--- config.mk ---
export PLATFORM = sky130hd
export DESIGN_NAME = mem_bus_arbiter
export DESIGN_NICKNAME = d
export VERILOG_FILES = /design/src/rtl/mem_bus_arbiter.sv
export SDC_FILE = /design/constraint.sdc
export NUM_CORES = 1
export LEC_CHECK = 0
export CAP_MARGIN = 20
export CORE_AREA = 2 2 206 208
export CTS_CLUSTER_DIAMETER = 50
export DETAILED_ROUTE_END_ITERATION = 8
export DIE_AREA = 0 0 208 210
export PLACE_DENSITY = 0.72
export SYNTH_ARGS = -nofsm -noshare
export SYNTH_HDL_FRONTEND = slang
export SYNTH_SLANG_ARGS = --single-unit
export TNS_END_PERCENT = 1
--- constraint.sdc ---
create_clock -name CLK -period 11.9 [get_ports CLK]
set_input_delay 2.38 -clock CLK [delete_from_list [all_inputs] [get_ports CLK]]
set_output_delay 2.38 -clock CLK [all_outputs]
set_load 0.02 [all_outputs]
--- src/rtl/mem_bus_arbiter.sv ---
// ----------------------------------------------------------------------------
// mem_bus_arbiter
//
// Shares one 64-bit AHB-lite master port between instruction fetch (IF) and
// the mem_access stage (MEM). One transfer is outstanding at a time: a grant
// in IDLE launches a NONSEQ address phase, followed by a data phase, followed
// by a single-cycle rvalid pulse to the owner. HREADY wait states stretch
// either phase. A phase that stays stalled for MAX_WAIT counted cycles is
// aborted and reported as an error.
//
// Optional feature macro: ARB_ROUND_ROBIN_EN
//   defined   : on simultaneous requests the requester that did not own the
//               previous grant wins (last_owner register present)
//   undefined : fixed priority, MEM beats IF
//
// Ports
//   CLK, RST                      clock (rising edge), async active-high reset
//   if_req/if_addr                IF read request and address
//   if_gnt                        IF request accepted (combinational, IDLE only)
//   if_rvalid/if_rdata/if_err     IF completion pulse, read data, error flag
//   mem_req/mem_write/mem_addr/mem_wdata   MEM request, direction, addr, data
//   mem_gnt                       MEM request accepted (combinational, IDLE only)
//   mem_rvalid/mem_rdata/mem_err  MEM completion pulse, read data, error flag
//   HADDR/HWDATA/HWRITE/HTRANS    AHB-lite master outputs
//   HRDATA/HREADY/HRESP           AHB-lite master inputs
// ----------------------------------------------------------------------------
module mem_bus_arbiter #(
    parameter int ADDR_W   = 64,
    parameter int DATA_W   = 64,
    parameter int MAX_WAIT = 255
) (
    input  logic              CLK,
    input  logic              RST,
    // instruction fetch
    input  logic              if_req,
    input  logic [ADDR_W-1:0] if_addr,
    output logic              if_gnt,
    output logic              if_rvalid,
    output logic [DATA_W-1:0] if_rdata,
    output logic              if_err,
    // mem_access stage
    input  logic              mem_req,
    input  logic              mem_write,
    input  logic [ADDR_W-1:0] mem_addr,
    input  logic [DATA_W-1:0] mem_wdata,
    output logic              mem_gnt,
    output logic              mem_rvalid,
    output logic [DATA_W-1:0] mem_rdata,
    output logic              mem_err,
    // AHB-lite master
    output logic [ADDR_W-1:0] HADDR,
    output logic [DATA_W-1:0] HWDATA,
    output logic              HWRITE,
    output logic [1:0]        HTRANS,
    input  logic [DATA_W-1:0] HRDATA,
    input  logic              HREADY,
    input  logic              HRESP
);

    typedef enum logic [1:0] {
        ST_IDLE = 2'd0,
        ST_ADDR = 2'd1,
        ST_DATA = 2'd2
    } state_t;

    typedef enum logic {
        OWN_IF  = 1'b0,
        OWN_MEM = 1'b1
    } owner_t;

    localparam logic [1:0] HTRANS_IDLE   = 2'b00;
    localparam logic [1:0] HTRANS_NONSEQ = 2'b10;
    localparam logic [7:0] MAX_WAIT_C    = 8'(MAX_WAIT);

    state_t              state_q,      state_d;
    owner_t              owner_q,      owner_d;
    logic [7:0]          wait_cnt_q,   wait_cnt_d;
    logic [ADDR_W-1:0]   haddr_q,      haddr_d;
    logic [DATA_W-1:0]   hwdata_q,     hwdata_d;
    logic [DATA_W-1:0]   wdata_q,      wdata_d;
    logic                hwrite_q,     hwrite_d;
    logic [1:0]          htrans_q,     htrans_d;
    logic                if_rvalid_q,  if_rvalid_d;
    logic [DATA_W-1:0]   if_rdata_q,   if_rdata_d;
    logic                if_err_q,     if_err_d;
    logic                mem_rvalid_q, mem_rvalid_d;
    logic [DATA_W-1:0]   mem_rdata_q,  mem_rdata_d;
    logic                mem_err_q,    mem_err_d;

    logic                mem_pick;
    logic                if_pick;
    logic                fin;
    logic                fin_err;
    logic                fin_rd;

    // ------------------------------------------------------------------
    // Arbitration: decide who would win if the FSM is idle
    // ------------------------------------------------------------------
`ifdef ARB_ROUND_ROBIN_EN
    owner_t last_owner_q, last_owner_d;

    // On a tie the requester that did not own the previous grant wins.
    assign mem_pick = mem_req && (!if_req || (last_owner_q == OWN_IF));

    always_comb begin
        last_owner_d = last_owner_q;
        if (mem_gnt) begin
            last_owner_d = OWN_MEM;
        end else if (if_gnt) begin
            last_owner_d = OWN_IF;
        end
    end

    always_ff @(posedge CLK or posedge RST) begin
        if (RST) begin
            last_owner_q <= OWN_IF;
        end else begin
            last_owner_q <= last_owner_d;
        end
    end
`else
    assign mem_pick = mem_req;
`endif

    assign if_pick = if_req && !mem_pick;

    assign mem_gnt = (state_q == ST_IDLE) && mem_pick;
    assign if_gnt  = (state_q == ST_IDLE) && if_pick;

    // ------------------------------------------------------------------
    // Next-state and output logic
    // ------------------------------------------------------------------
    always_comb begin
        state_d      = state_q;
        owner_d      = owner_q;
        wait_cnt_d   = wait_cnt_q;
        haddr_d      = haddr_q;
        hwdata_d     = hwdata_q;
        wdata_d      = wdata_q;
        hwrite_d     = hwrite_q;
        htrans_d     = htrans_q;
        if_rvalid_d  = 1'b0;
        if_rdata_d   = if_rdata_q;
        if_err_d     = if_err_q;
        mem_rvalid_d = 1'b0;
        mem_rdata_d  = mem_rdata_q;
        mem_err_d    = mem_err_q;
        fin          = 1'b0;
        fin_err      = 1'b0;
        fin_rd       = 1'b0;

        unique case (state_q)
            ST_IDLE: begin
                htrans_d = HTRANS_IDLE;
                if (mem_gnt) begin
                    haddr_d    = mem_addr;
                    hwrite_d   = mem_write;
                    wdata_d    = mem_wdata;
                    owner_d    = OWN_MEM;
                    htrans_d   = HTRANS_NONSEQ;
                    wait_cnt_d = 8'd0;
                    state_d    = ST_ADDR;
                end else if (if_gnt) begin
                    haddr_d    = if_addr;
                    hwrite_d   = 1'b0;
                    owner_d    = OWN_IF;
                    htrans_d   = HTRANS_NONSEQ;
                    wait_cnt_d = 8'd0;
                    state_d    = ST_ADDR;
                end
            end

            ST_ADDR: begin
                if (HREADY) begin
                    // Address accepted: write data is driven for the whole data phase.
                    htrans_d   = HTRANS_IDLE;
                    if (hwrite_q) begin
                        hwdata_d = wdata_q;
                    end
                    wait_cnt_d = 8'd0;
                    state_d    = ST_DATA;
                end else if (wait_cnt_q == MAX_WAIT_C) begin
                    fin        = 1'b1;
                    fin_err    = 1'b1;
                    htrans_d   = HTRANS_IDLE;
                    wait_cnt_d = 8'd0;
                    state_d    = ST_IDLE;
                end else begin
                    wait_cnt_d = wait_cnt_q + 8'd1;
                end
            end

            ST_DATA: begin
                if (HREADY) begin
                    fin        = 1'b1;
                    fin_err    = HRESP;
                    fin_rd     = !hwrite_q;
                    wait_cnt_d = 8'd0;
                    state_d    = ST_IDLE;
                end else if (wait_cnt_q == MAX_WAIT_C) begin
                    fin        = 1'b1;
                    fin_err    = 1'b1;
                    htrans_d   = HTRANS_IDLE;
                    wait_cnt_d = 8'd0;
                    state_d    = ST_IDLE;
                end else begin
                    wait_cnt_d = wait_cnt_q + 8'd1;
                end
            end

            default: begin
                htrans_d   = HTRANS_IDLE;
                wait_cnt_d = 8'd0;
                state_d    = ST_IDLE;
            end
        endcase

        // Completion is routed to whoever owns the transfer. Read data is
        // only replaced by a successful-phase read; aborts and writes keep it.
        if (fin) begin
            if (owner_q == OWN_MEM) begin
                mem_rvalid_d = 1'b1;
                mem_err_d    = fin_err;
                if (fin_rd) begin
                    mem_rdata_d = HRDATA;
                end
            end else begin
                if_rvalid_d = 1'b1;
                if_err_d    = fin_err;
                if (fin_rd) begin
                    if_rdata_d = HRDATA;
                end
            end
        end
    end

    // ------------------------------------------------------------------
    // State register
    // ------------------------------------------------------------------
    always_ff @(posedge CLK or posedge RST) begin
        if (RST) begin
            state_q      <= ST_IDLE;
            owner_q      <= OWN_IF;
            wait_cnt_q   <= 8'd0;
            haddr_q      <= '0;
            hwdata_q     <= '0;
            wdata_q      <= '0;
            hwrite_q     <= 1'b0;
            htrans_q     <= HTRANS_IDLE;
            if_rvalid_q  <= 1'b0;
            if_rdata_q   <= '0;
            if_err_q     <= 1'b0;
            mem_rvalid_q <= 1'b0;
            mem_rdata_q  <= '0;
            mem_err_q    <= 1'b0;
        end else begin
            state_q      <= state_d;
            owner_q      <= owner_d;
            wait_cnt_q   <= wait_cnt_d;
            haddr_q      <= haddr_d;
            hwdata_q     <= hwdata_d;
            wdata_q      <= wdata_d;
            hwrite_q     <= hwrite_d;
            htrans_q     <= htrans_d;
            if_rvalid_q  <= if_rvalid_d;
            if_rdata_q   <= if_rdata_d;
            if_err_q     <= if_err_d;
            mem_rvalid_q <= mem_rvalid_d;
            mem_rdata_q  <= mem_rdata_d;
            mem_err_q    <= mem_err_d;
        end
    end

    assign HADDR      = haddr_q;
    assign HWDATA     = hwdata_q;
    assign HWRITE     = hwrite_q;
    assign HTRANS     = htrans_q;
    assign if_rvalid  = if_rvalid_q;
    assign if_rdata   = if_rdata_q;
    assign if_err     = if_err_q;
    assign mem_rvalid = mem_rvalid_q;
    assign mem_rdata  = mem_rdata_q;
    assign mem_err    = mem_err_q;

endmodule

==> results.py, run 1 <==
metrics = {
    "detailed_routing": {
        "drc": 0,
        "wl_mm": 38.8,
        "vias": 9519,
        "wl_per_cell_um": 19.0,
        "viasPerCell": 4.68,
        "first_pass_iters": 5,
        "drtIter0Drc": 508,
        "antenna_left": 0,
    },
    "synth": {
        "synthArstFlopShare_pct": 100,
        "syn_area_per_cell_um2": 14.7,
        "seq_area_frac_synth_pct": 61.5,
        "syn_nets": 1204,
        "synth_seq_cells": 338,
        "synthDistinctLibCells": 51,
        "yosys_warnings": 0,
        "synth_area_um2": 13800,
        "ys.flop_type": "dfrtp_1",
        "synth_edf_count": 0,
        "syn_inst": 936,
    },
    "place": {
        "place_hpwl_mm": 28.0,
        "portBuffers": 527,
        "post-place-ws_ns": 5.35,
        "gp_congestion": 0.827,
    },
    "sta": {
        "final.setup.tns_ns": 0,
        "relSlewSlack_pct": 33.4,
        "clock_skew_ns": 0.0178,
        "fin_crit_ns": 6.54,
        "timing_max_transition_violations_final": 0,
        "max_freq_ghz": 0.153,
        "post-route-period-util_pct": 54.9,
        "setup_viol_count_final": 0,
        "rsz0062_at_grt": "false",
        "worst_pin_slew_ns": 0.999,
        "layout_setup_ws_ns": 5.36,
        "hold_viol": 0,
    },
    "die": {
        "fp.coreArea_um2": 41500,
        "rows": 75,
        "io_pins": 528,
        "fp.dieH_um": 210,
        "dieArea_um2": 43700,
        "start_util_pct": 33.2,
        "dieWidth_um": 208,
    },
    "power_and_ir_drop": {
        "power.density_nw_per_um2": 278,
        "p_leak_nw": 9.46,
        "irDropWorstVdd_v": 0.000153,
    },
    "worst_setup_path": {
        "crit_type": "input port to primary output",
        "cp-start-kind": "input port",
        "crit_arrival_ns": 4.16,
        "critPathMaxFanout": 17,
        "critPathCaptureType": "primary output",
        "worstPathRequired_ns": 9.52,
    },
    "job": {
        "drv_cap": 0,
    },
    "layout": {
        "final_common_cell": "clkdlybuf4s50_1",
        "utilization_pct": 50.6,
        "layout_common_cells": "clkdlybuf4s50_1, dfrtp_1, mux2_2, nand2_1, o21ai_0",
        "drive_above_1_share_pct": 23.3,
        "antennaDiodeCount": 0,
        "nets": 1730,
        "area_delta_synth_final_pct": 52.6,
    },
    "grt": {
        "grt_overflow": 0,
        "grt_max_degree": 168,
        "grt_pass1_vias": 10000,
        "antenna_found_initial": 0,
        "grt_pass1_wl_mm": 60.0,
        "grt.total_usage_pct": 17.5,
    },
    "clocking": {
        "clk_pin_slew_ns": 0.05,
        "clock_tree.root_cell": "clkbuf_16",
        "htree_levels": 2,
        "clock-sinks": 338,
        "cts_tree": "built",
        "cts_setup_buffers": 0,
        "worst_skew_pair.late_latency_ns": 0.55,
        "cts_hold_buf": 0,
        "cts_max_path_buffers": 3,
        "cts_made_buffers": 43,
        "cts_resized": 0,
    },
    "hold_path": {
        "hp-class": "register to register",
    },
    "status": {
        "status": "finished clean",
    },
}
[cell usage after synthesis (2+ instances only)]
cell	count	area share, %
nand2_1	78	2.1
a21oi_1	4	0.15
nor2b_1	4	0.18
mux2_1	5	0.41
o2111ai_1	3	0.19
o21ai_0	76	2.8
clkbuf_1	19	0.52
o211ai_1	3	0.16
buf_2	23	0.84
nand3_1	8	0.29
buf_12	7	1.0
mux2_4	60	6.6
mux2i_1	65	4.7
and4_1	2	0.13
ha_1	5	0.45
buf_1	3	0.082
mux2_2	191	16
inv_1	4	0.11
nor2_1	3	0.082
dfrtp_1	338	62
nor3_1	2	0.073
nand4_1	4	0.18
[stage by stage]
step / total power [W] / instance area [um2] / hold WS, ns / instances
floorplan: 0.00331 / 13800 / 0.477 / 936
global placement: 0.00446 / 19500 / 0.460 / 1956
detailed placement: 0.00452 / 19500 / 0.469 / 1956
CTS: 0.00592 / 21000 / 0.482 / 2035
global route: 0.00615 / 21000 / 0.490 / 2035
finish: 0.00583 / 21000 / 0.473 / 2035
[metal layers]
metal  GRT usage, %  up-vias  routed length, um
met1           21.1     4734              15300
met4           5.11        0                764
met3           5.04       57               2870
met2           30.5      362              19800
met5              0        -                  0
li1               -     4366                  -
[path summary, 6_finish.rpt]
| check | from | to | slack [ns] | depth (start not counted) |
|---|---|---|---|---|
| worst max-delay path | mem_req | mem_gnt | 5.36 | 4 |
| worst min-delay path | HADDR[62] | HADDR[62] | 0.47 | 2 |
| worst max register to register | state_q[0] | mem_rdata[61] | 9.08 | 6 |
| worst min register to register | HADDR[62] | HADDR[62] | 0.47 | 2 |
| max in group asynchronous | RST | HADDR[2] | 8.10 | 3 |
| min in group asynchronous | RST | if_rdata[43] | 2.34 | 2 |
[cells by family (layout without fill, tap and decap cells)]
group	after synthesis	in the layout	share of synthesized area (%)
simple gates	116	116	4.07
buf+inv	59	619	2.68
flops	338	338	61.5
mux	321	321	27.3
fa+ha+maj	5	5	0.455
compound gates	97	97	3.95
[layout make-up]
class	count	area [um2]
Fill cell	3578	20500
Sequential cell	338	8460
Timing Repair Buffer	535	5350
Multi-Input combinational cell	539	4950
Clock buffer	60	1280
Tap cell	539	674
Clock inverter	19	244
Inverter	5	26.3
[critical path, cell delays in order]
cell and delay, ns:
clkdlybuf4s50_1 0.68, nand2_4 0.26, inv_2 0.20, clkdlybuf4s50_1 0.62
[sequential cells by signal, summed over array words and instances (netlist names)]
name and flops:
HADDR 64, HTRANS 2, HWDATA 64, HWRITE 1, if_err 1, if_rdata 64, if_rvalid 1, mem_err 1
mem_rdata 64, mem_rvalid 1, owner_q 1, state_q 2, wait_cnt_q 8, wdata_q 64
[power breakdown]
group | total, W | switching (W) | internal [W]
clock | 0.00136 | 0.000512 | 0.000846
combinational | 0.00250 | 0.00119 | 0.00130
sequential | 0.00198 | 0.000294 | 0.00169
Note: power is estimated with default switching activity, not from simulation.
==> inputs of run 2 (changes only) <==
Settings changed: CORE_AREA 2 2 206 208 to 2 2 202 204, DIE_AREA 0 0 208 210 to 0 0 204 206.
Clock period 11.9 ns to 6.5 ns, I/O delays scaled along.
==> run 2 against run 1 <==
Cell area shrank 0.19%; first-iteration DRC count down 28%; clock-buffer cell count shrank 1; register-to-register slack worse by 5.4 ns; power grew 81%; critical path type unchanged; critical endpoint unchanged.
==> results.py, run 2 (synthesis gave the netlist of run 1 again) <==
metrics = {
    "grt": {
        "grt_pass1_wl_mm": 57.2,
        "grt_pass1_vias": 9832,
        "grt_max_degree": 157,
        "antenna_found_initial": 2,
        "grt.total_usage_pct": 17.6,
        "grt_overflow": 0,
    },
    "detailed_routing": {
        "antenna_left": 0,
        "vias": 9491,
        "wl_per_cell_um": 18.7,
        "wl_mm": 38.0,
        "drtIter0Drc": 367,
        "viasPerCell": 4.67,
        "drc": 0,
        "first_pass_iters": 4,
    },
    "worst_setup_path": {
        "r2r_cells": 6,
        "r2r_slack_ns": 3.64,
        "startpoint": "mem_req",
        "critPathMaxFanout": 9,
        "crit_type": "input port to primary output",
        "worstPathRequired_ns": 5.20,
        "cp-start-kind": "input port",
        "crit_path_end": "mem_gnt",
        "crit_arrival_ns": 2.87,
        "rr_startpoint": "state_q[0]",
        "regToRegEndpoint": "mem_rdata[60]",
        "critPathCaptureType": "primary output",
    },
    "layout": {
        "stdcell_area_um2": 20900,
        "layout_common_cells": "clkdlybuf4s50_1, dfrtp_1, mux2_2, nand2_1, o21ai_0",
        "drive_above_1_share_pct": 23.1,
        "area_delta_synth_final_pct": 52.3,
        "nets": 1733,
        "utilization_pct": 52.1,
        "final_common_cell": "clkdlybuf4s50_1",
    },
    "clocking": {
        "cts_max_path_buffers": 3,
        "cts_hold_buf": 0,
        "clock-sinks": 338,
        "cts_made_buffers": 43,
        "clk_pin_slew_ns": 0.05,
        "cts_tree": "built",
        "cts_resized": 0,
        "cts_setup_buffers": 0,
        "clock_tree.root_cell": "clkbuf_16",
        "htree_levels": 2,
        "worst_skew_pair.late_latency_ns": 0.56,
    },
    "place": {
        "gp_congestion": 0.852,
        "portBuffers": 527,
        "dpl_cell_area_um2": 19500,
        "place_hpwl_mm": 27.6,
    },
    "status": {
        "status": "finished clean",
    },
    "hold_path": {
        "hp-class": "register to register",
    },
    "sta": {
        "worst_pin_slew_ns": 1.02,
        "fin_crit_ns": 4.17,
        "timing_max_transition_violations_final": 0,
        "hold_viol": 0,
        "clock_skew_ns": 0.0234,
        "rsz0062_at_grt": "false",
        "post-route-period-util_pct": 64.2,
        "relSlewSlack_pct": 32.1,
        "setup_viol_count_final": 0,
        "max_freq_ghz": 0.240,
        "final.setup.tns_ns": 0,
    },
    "job": {
        "drv_cap": 0,
    },
    "die": {
        "rows": 74,
        "dieArea_um2": 42000,
        "fp.dieH_um": 206,
        "dieWidth_um": 204,
        "io_pins": 528,
        "fp.coreArea_um2": 40200,
        "start_util_pct": 34.2,
    },
    "power_and_ir_drop": {
        "power.total_w": 0.0105,
        "irDropWorstVdd_v": 0.000366,
        "p_leak_nw": 9.43,
        "power.density_nw_per_um2": 504,
    },
}
==> run 2: cell type report <==
type                    count  area (um2)
clock buffers              59        1230
diodes                      4        10.0
multi-input cells         539        4950
inverters                   5        22.5
repair buffers            538        5390
fillers                  3440       19200
well taps                 532         666
flip-flops and latches    338        8460
clock inverters            18         211
==> run 2: worst max-delay path: stages <==
cell	delay, ns
clkdlybuf4s50_1	0.69
nand2_4	0.17
inv_2	0.10
clkdlybuf4s50_1	0.61
==> run 2: per-stage QoR <==
stage / setup WS, ns / instances / hold slack (ns)
2_1_floorplan: 0.681 / 936 / 0.477
3_3_place_gp: 2.38 / 1951 / 0.460
3_5_place_dp: 2.34 / 1951 / 0.469
4_1_cts: 2.33 / 2028 / 0.480
5_1_grt: 2.28 / 2031 / 0.501
6_report: 2.33 / 2033 / 0.472
==> run 2: worst min path at each step <==
stage	startpoint	end	slack (ns)	depth (start not counted)
2_1_floorplan	wdata_q[58]	wdata_q[58]	0.48	1
3_3_place_gp	HADDR[55]	HADDR[55]	0.46	2
3_5_place_dp	HADDR[47]	HADDR[47]	0.47	2
4_1_cts	HADDR[47]	HADDR[47]	0.48	2
5_1_grt	if_rdata[62]	if_rdata[62]	0.50	1
6_report	HADDR[47]	HADDR[47]	0.47	2
==> run 2: report_power, final <==
part | internal, W | switching, W | total [W]
Clock | 0.00142 | 0.000932 | 0.00235
Sequential | 0.00309 | 0.000522 | 0.00361
Combinational | 0.00240 | 0.00219 | 0.00459
Total | 0.00690 | 0.00364 | 0.0105
==> run 2: per-layer routing <==
| metal | wire length [um] | track usage (%) |
|---|---|---|
| met5 | 0 | 0 |
| met2 | 18200 | 28.7 |
| met1 | 15300 | 21.2 |
| met4 | 1310 | 7.30 |
| met3 | 3200 | 6.05 |
==> inputs of run 3 (changes only) <==
Settings changed: CORE_AREA 2 2 202 204 to 2 2 206 208, DIE_AREA 0 0 204 206 to 0 0 208 210.
Clock period 6.5 ns to 3.6 ns, I/O delays scaled along.
==> run 3 against run 2 <==
Combinational power grew 82%; cell area about the same; register-to-register slack worse by 2.6 ns; sequential power grew 81%; routed wire length grew 1.9%; clock power increased by 65%.
==> results.py, run 3 (synthesis gave the netlist of run 1 again) <==
metrics = {
    "sta": {
        "rsz0062_at_grt": "false",
        "relSlewSlack_pct": 39.2,
        "setup_viol_count_final": 0,
        "post-route-period-util_pct": 86.1,
        "max_freq_ghz": 0.323,
        "worst_pin_slew_ns": 0.911,
        "whs_ns": 0.476,
        "fin_crit_ns": 3.10,
        "hold_viol": 0,
        "clock_skew_ns": 0.0236,
        "timing_max_transition_violations_final": 0,
    },
    "layout": {
        "utilization_pct": 50.5,
        "layout_common_cells": "clkdlybuf4s50_1, dfrtp_1, mux2_2, nand2_1, o21ai_0",
        "final_common_cell": "clkdlybuf4s50_1",
        "drive_above_1_share_pct": 23.3,
        "area_delta_synth_final_pct": 52.2,
        "nets": 1742,
    },
    "grt": {
        "antenna_found_initial": 2,
        "grt_pass1_wl_mm": 59.5,
        "grt_max_degree": 101,
        "grt.total_usage_pct": 17.5,
        "grt_pass1_vias": 10200,
        "grt_overflow": 0,
    },
    "die": {
        "io_pins": 528,
        "dieWidth_um": 208,
        "fp.coreArea_um2": 41500,
        "dieArea_um2": 43700,
        "rows": 75,
        "start_util_pct": 33.2,
        "fp.dieH_um": 210,
    },
    "hold_path": {
        "hp-class": "register to register",
    },
    "worst_setup_path": {
        "critPathMaxFanout": 6,
        "critPathCaptureType": "primary output",
        "cp-start-kind": "register",
        "crit_type": "register to primary output",
        "worstPathRequired_ns": 2.88,
        "crit_arrival_ns": 2.38,
    },
    "clocking": {
        "worst_skew_pair.late_latency_ns": 0.55,
        "clock-sinks": 338,
        "cts_made_buffers": 41,
        "clk_pin_slew_ns": 0.06,
        "cts_resized": 0,
        "cts_tree": "built",
        "cts_max_path_buffers": 3,
        "cts_hold_buf": 0,
        "clock_tree.root_cell": "clkbuf_16",
        "htree_levels": 2,
        "cts_setup_buffers": 0,
    },
    "status": {
        "status": "finished clean",
    },
    "detailed_routing": {
        "viasPerCell": 4.66,
        "drtIter0Drc": 421,
        "first_pass_iters": 5,
        "vias": 9525,
        "antenna_left": 0,
        "drc": 0,
        "wl_per_cell_um": 19.0,
        "wl_mm": 38.7,
    },
    "job": {
        "drv_cap": 0,
    },
    "power_and_ir_drop": {
        "power.density_nw_per_um2": 898,
        "p_leak_nw": 9.45,
        "irDropWorstVdd_v": 0.000416,
    },
    "place": {
        "portBuffers": 527,
        "gp_congestion": 0.864,
        "place_hpwl_mm": 28.6,
    },
}
==> run 3: cell count changes in the layout (fill, tap and decap cells not counted), moves of 2 or more <==
cell and change:
clkbuf_16 -2, buf_4 +4, inv_6 -2, clkinv_4 -2
buf_12 +8, diode_2 -2, clkinv_2 +5, clkbuf_8 -3
==> run 3: final timing paths <==
check | startpoint | end | slack [ns] | cells past startpoint
max in group asynchronous | RST | HADDR[59] | 2.13 | 4
worst min register to register | HADDR[29] | HADDR[29] | 0.48 | 2
worst max register to register | state_q[1] | mem_rdata[44] | 1.07 | 6
worst max-delay path | state_q[0] | if_gnt | 0.50 | 5
worst min-delay path | HADDR[29] | HADDR[29] | 0.48 | 2
min in group asynchronous | RST | if_rdata[29] | 0.55 | 2
==> run 3: metrics by stage <==
stage	std cells	setup TNS, ns	area [um2]	worst slack, ns	power (W)
floorplan	936	-553.84	13800	-1.64	0.0109
global placement	1970	0	19700	0.519	0.0148
detailed placement	1970	0	19700	0.522	0.0150
CTS	2041	0	20900	0.433	0.0190
global route	2043	0	20900	0.361	0.0198
finish	2043	0	20900	0.501	0.0188
==> run 3: area by class of cell <==
type,instances,area (um2)
multi-input combinational,539,4950
fill,3534,20500
clock inverter,16,129
tap,539,674
timing repair buffer,549,5550
sequential,338,8460
inverter,5,22.5
clock buffer,55,1140
antenna,2,5.00
==> run 3: critical path, stage by stage (launching register included) <==
cell and delay, ns:
dfrtp_1 0.41, inv_1 0.11, ha_1 0.43, nand2_1 0.13
nor2_1 0.12, clkdlybuf4s50_1 0.62
==> run 3: per-layer routing <==
layer | global-route usage [%] | wire length [um] | share of wire [%]
met5 | 0 | 0 | 0
met4 | 6.33 | 1160 | 3.0
met3 | 5.30 | 2740 | 7.1
met2 | 30.3 | 19500 | 50
met1 | 20.5 | 15300 | 39
==> run 3: report_power, final <==
part / internal (W) / total [W] / switching, W
Clock: 0.00230 / 0.00388 / 0.00159
Combinational: 0.00438 / 0.00834 / 0.00397
Sequential: 0.00558 / 0.00655 / 0.000978
Total: 0.0122 / 0.0188 / 0.00653
==> variant: new RTL, config.mk and constraints of run 1 <==
Re-encode `state_t` (3 states) as one-hot, 3 bits wide.
--- a/src/rtl/mem_bus_arbiter.sv
+++ b/src/rtl/mem_bus_arbiter.sv
@@ -57,10 +57,10 @@
     input  logic              HRESP
 );
 
-    typedef enum logic [1:0] {
-        ST_IDLE = 2'd0,
-        ST_ADDR = 2'd1,
-        ST_DATA = 2'd2
+    typedef enum logic [2:0] {
+        ST_IDLE = 3'b001,
+        ST_ADDR = 3'b010,
+        ST_DATA = 3'b100
     } state_t;
 
     typedef enum logic {
Formal check against the unedited RTL: no difference found for any inputs over 4 cycles, from zero or initial values and one cycle with RST high; so few cycles prove little.
==> variant against run 1 <==
- total power decreased by 14%
- final cell count decreased by 0.69%
- worst hold slack improved by 9.6 ps
- design area decreased by 1.7%
- clock power decreased by 3%
- register-to-register slack got worse by 870 ps
- setup slack got worse by 120 ps
- core utilization decreased by 0.84 points
- wire length decreased by 1.1%
- synthesized area decreased by 2.4%
- first-iteration DRC count decreased by 5.1%
- sequential cell count increased by 1
- critical path type unchanged
- largest power group unchanged
==> variant: results (changes against run 1) <==
{| class="wikitable"
! Metric !! Value
|-
| Post-Place Cell Area || 0.0191 mm² (-1.7%)
|-
| Status || finished clean
|-
| Clock distribution area overhead in the final layout || 7.17% (-0.10 points)
|-
| Start point of the worst min-delay path || wdata_q[60]
|-
| Met3 WL || 3.20 mm (+12%)
|-
| Share of the clock period used by the worst path || 56.0% (+1.0 points)
|-
| Portion of netlist area occupied by mux cells || 26.3% (-1.0 points)
|-
| Worst IR drop on VDD || 0.186 mV (+22%)
|-
| Crit Reg-Reg Endpoint || wdata_q[15]
|-
| Syn_nets || 1177 (-2.2%)
|-
| Fraction of met1 tracks used by global routing || 20.2% (-0.89 points)
|-
| Met1 WL || 15.1 mm (-1.7%)
|-
| Number of iterations in the first detailed-routing pass || 4 (-1)
|-
| Post-synthesis register bit count || 339 (+0.30%)
|-
| Static leakage || 9.20 nW (-2.7%)
|-
| Buffers outside the clock class || 538 (+0.56%)
|-
| Worst R2R Setup Slack || 8210 ps (-870 ps)
|-
| Portion of the layout cell area used by non-clock buffers || 26.1% (+0.57 points)
|-
| Beginning of the worst register-to-register path || state_q[0]
|-
| Critical path peak fanout || 61 (+44)
|-
| Antenna violations before repair || 1 (+1)
|-
| Worst-case clock skew || 15.1 ps (-2.65 ps)
|-
| Final worst hold slack || 483 ps (+9.62 ps)
|-
| Adder-cell share of the synthesized area || 0.0933% (-0.36 points)
|-
| Crit path DAT || 4280 ps (+120 ps)
|-
| Cell Count Post-Placement || 1939 (-0.87%)
|-
| Ranking of synthesized cells by instance count || sky130_fd_sc_hd__dfrtp_1, sky130_fd_sc_hd__mux2_2, sky130_fd_sc_hd__nand2_1
|-
| Layout filler cell count || 3651 (+2.0%)
|-
| Reg2reg path depth || 5 (-1)
|-
| Fraction of met3 tracks used by global routing || 6.48% (+1.4 points)
|-
| Synthesized area per cell || 14.7 µm² (about the same)
|-
| Post-layout instance count excluding filler cells || 2021 (-0.69%)
|-
| Post-synthesis xor/xnor area fraction || 0.131% (+0.13 points)
|-
| Internal power consumption || 0.00338 W (-12%)
|-
| Cells on Worst Hold Path || 1 (-1)
|-
| Largest net degree at the start of global routing || 129 (-23%)
|-
| First-iteration detailed-routing DRC count || 482 (-5.1%)
|-
| Crit-path max cell delay || 760 ps (+80 ps)
|-
| Worst setup slack before clock tree synthesis || 5210 ps (-142 ps)
|}
[variant: cell types whose count changed in the layout (fill, tap and decap cells not counted), moves of 4 or more]
cell / run 1 / this run
sky130_fd_sc_hd__o21ai_0: 75 / 53
sky130_fd_sc_hd__clkbuf_8: 12 / 8
sky130_fd_sc_hd__nand4_1: 4 / 0
sky130_fd_sc_hd__mux2_1: 5 / 9
sky130_fd_sc_hd__o21ai_1: 0 / 20
sky130_fd_sc_hd__inv_8: 2 / 6
sky130_fd_sc_hd__mux2_4: 60 / 0
sky130_fd_sc_hd__mux2_2: 191 / 247
sky130_fd_sc_hd__nand2_1: 77 / 70
sky130_fd_sc_hd__ha_1: 5 / 1
[variant: power by group through the flow]
stage               logic [W]  clock network (W)  registers (W)
finish                0.00190            0.00132        0.00182
CTS                   0.00194            0.00137        0.00182
global placement      0.00190                  0        0.00181
floorplan            0.000661                  0        0.00218
global route          0.00202            0.00141        0.00188
detailed placement    0.00193                  0        0.00184
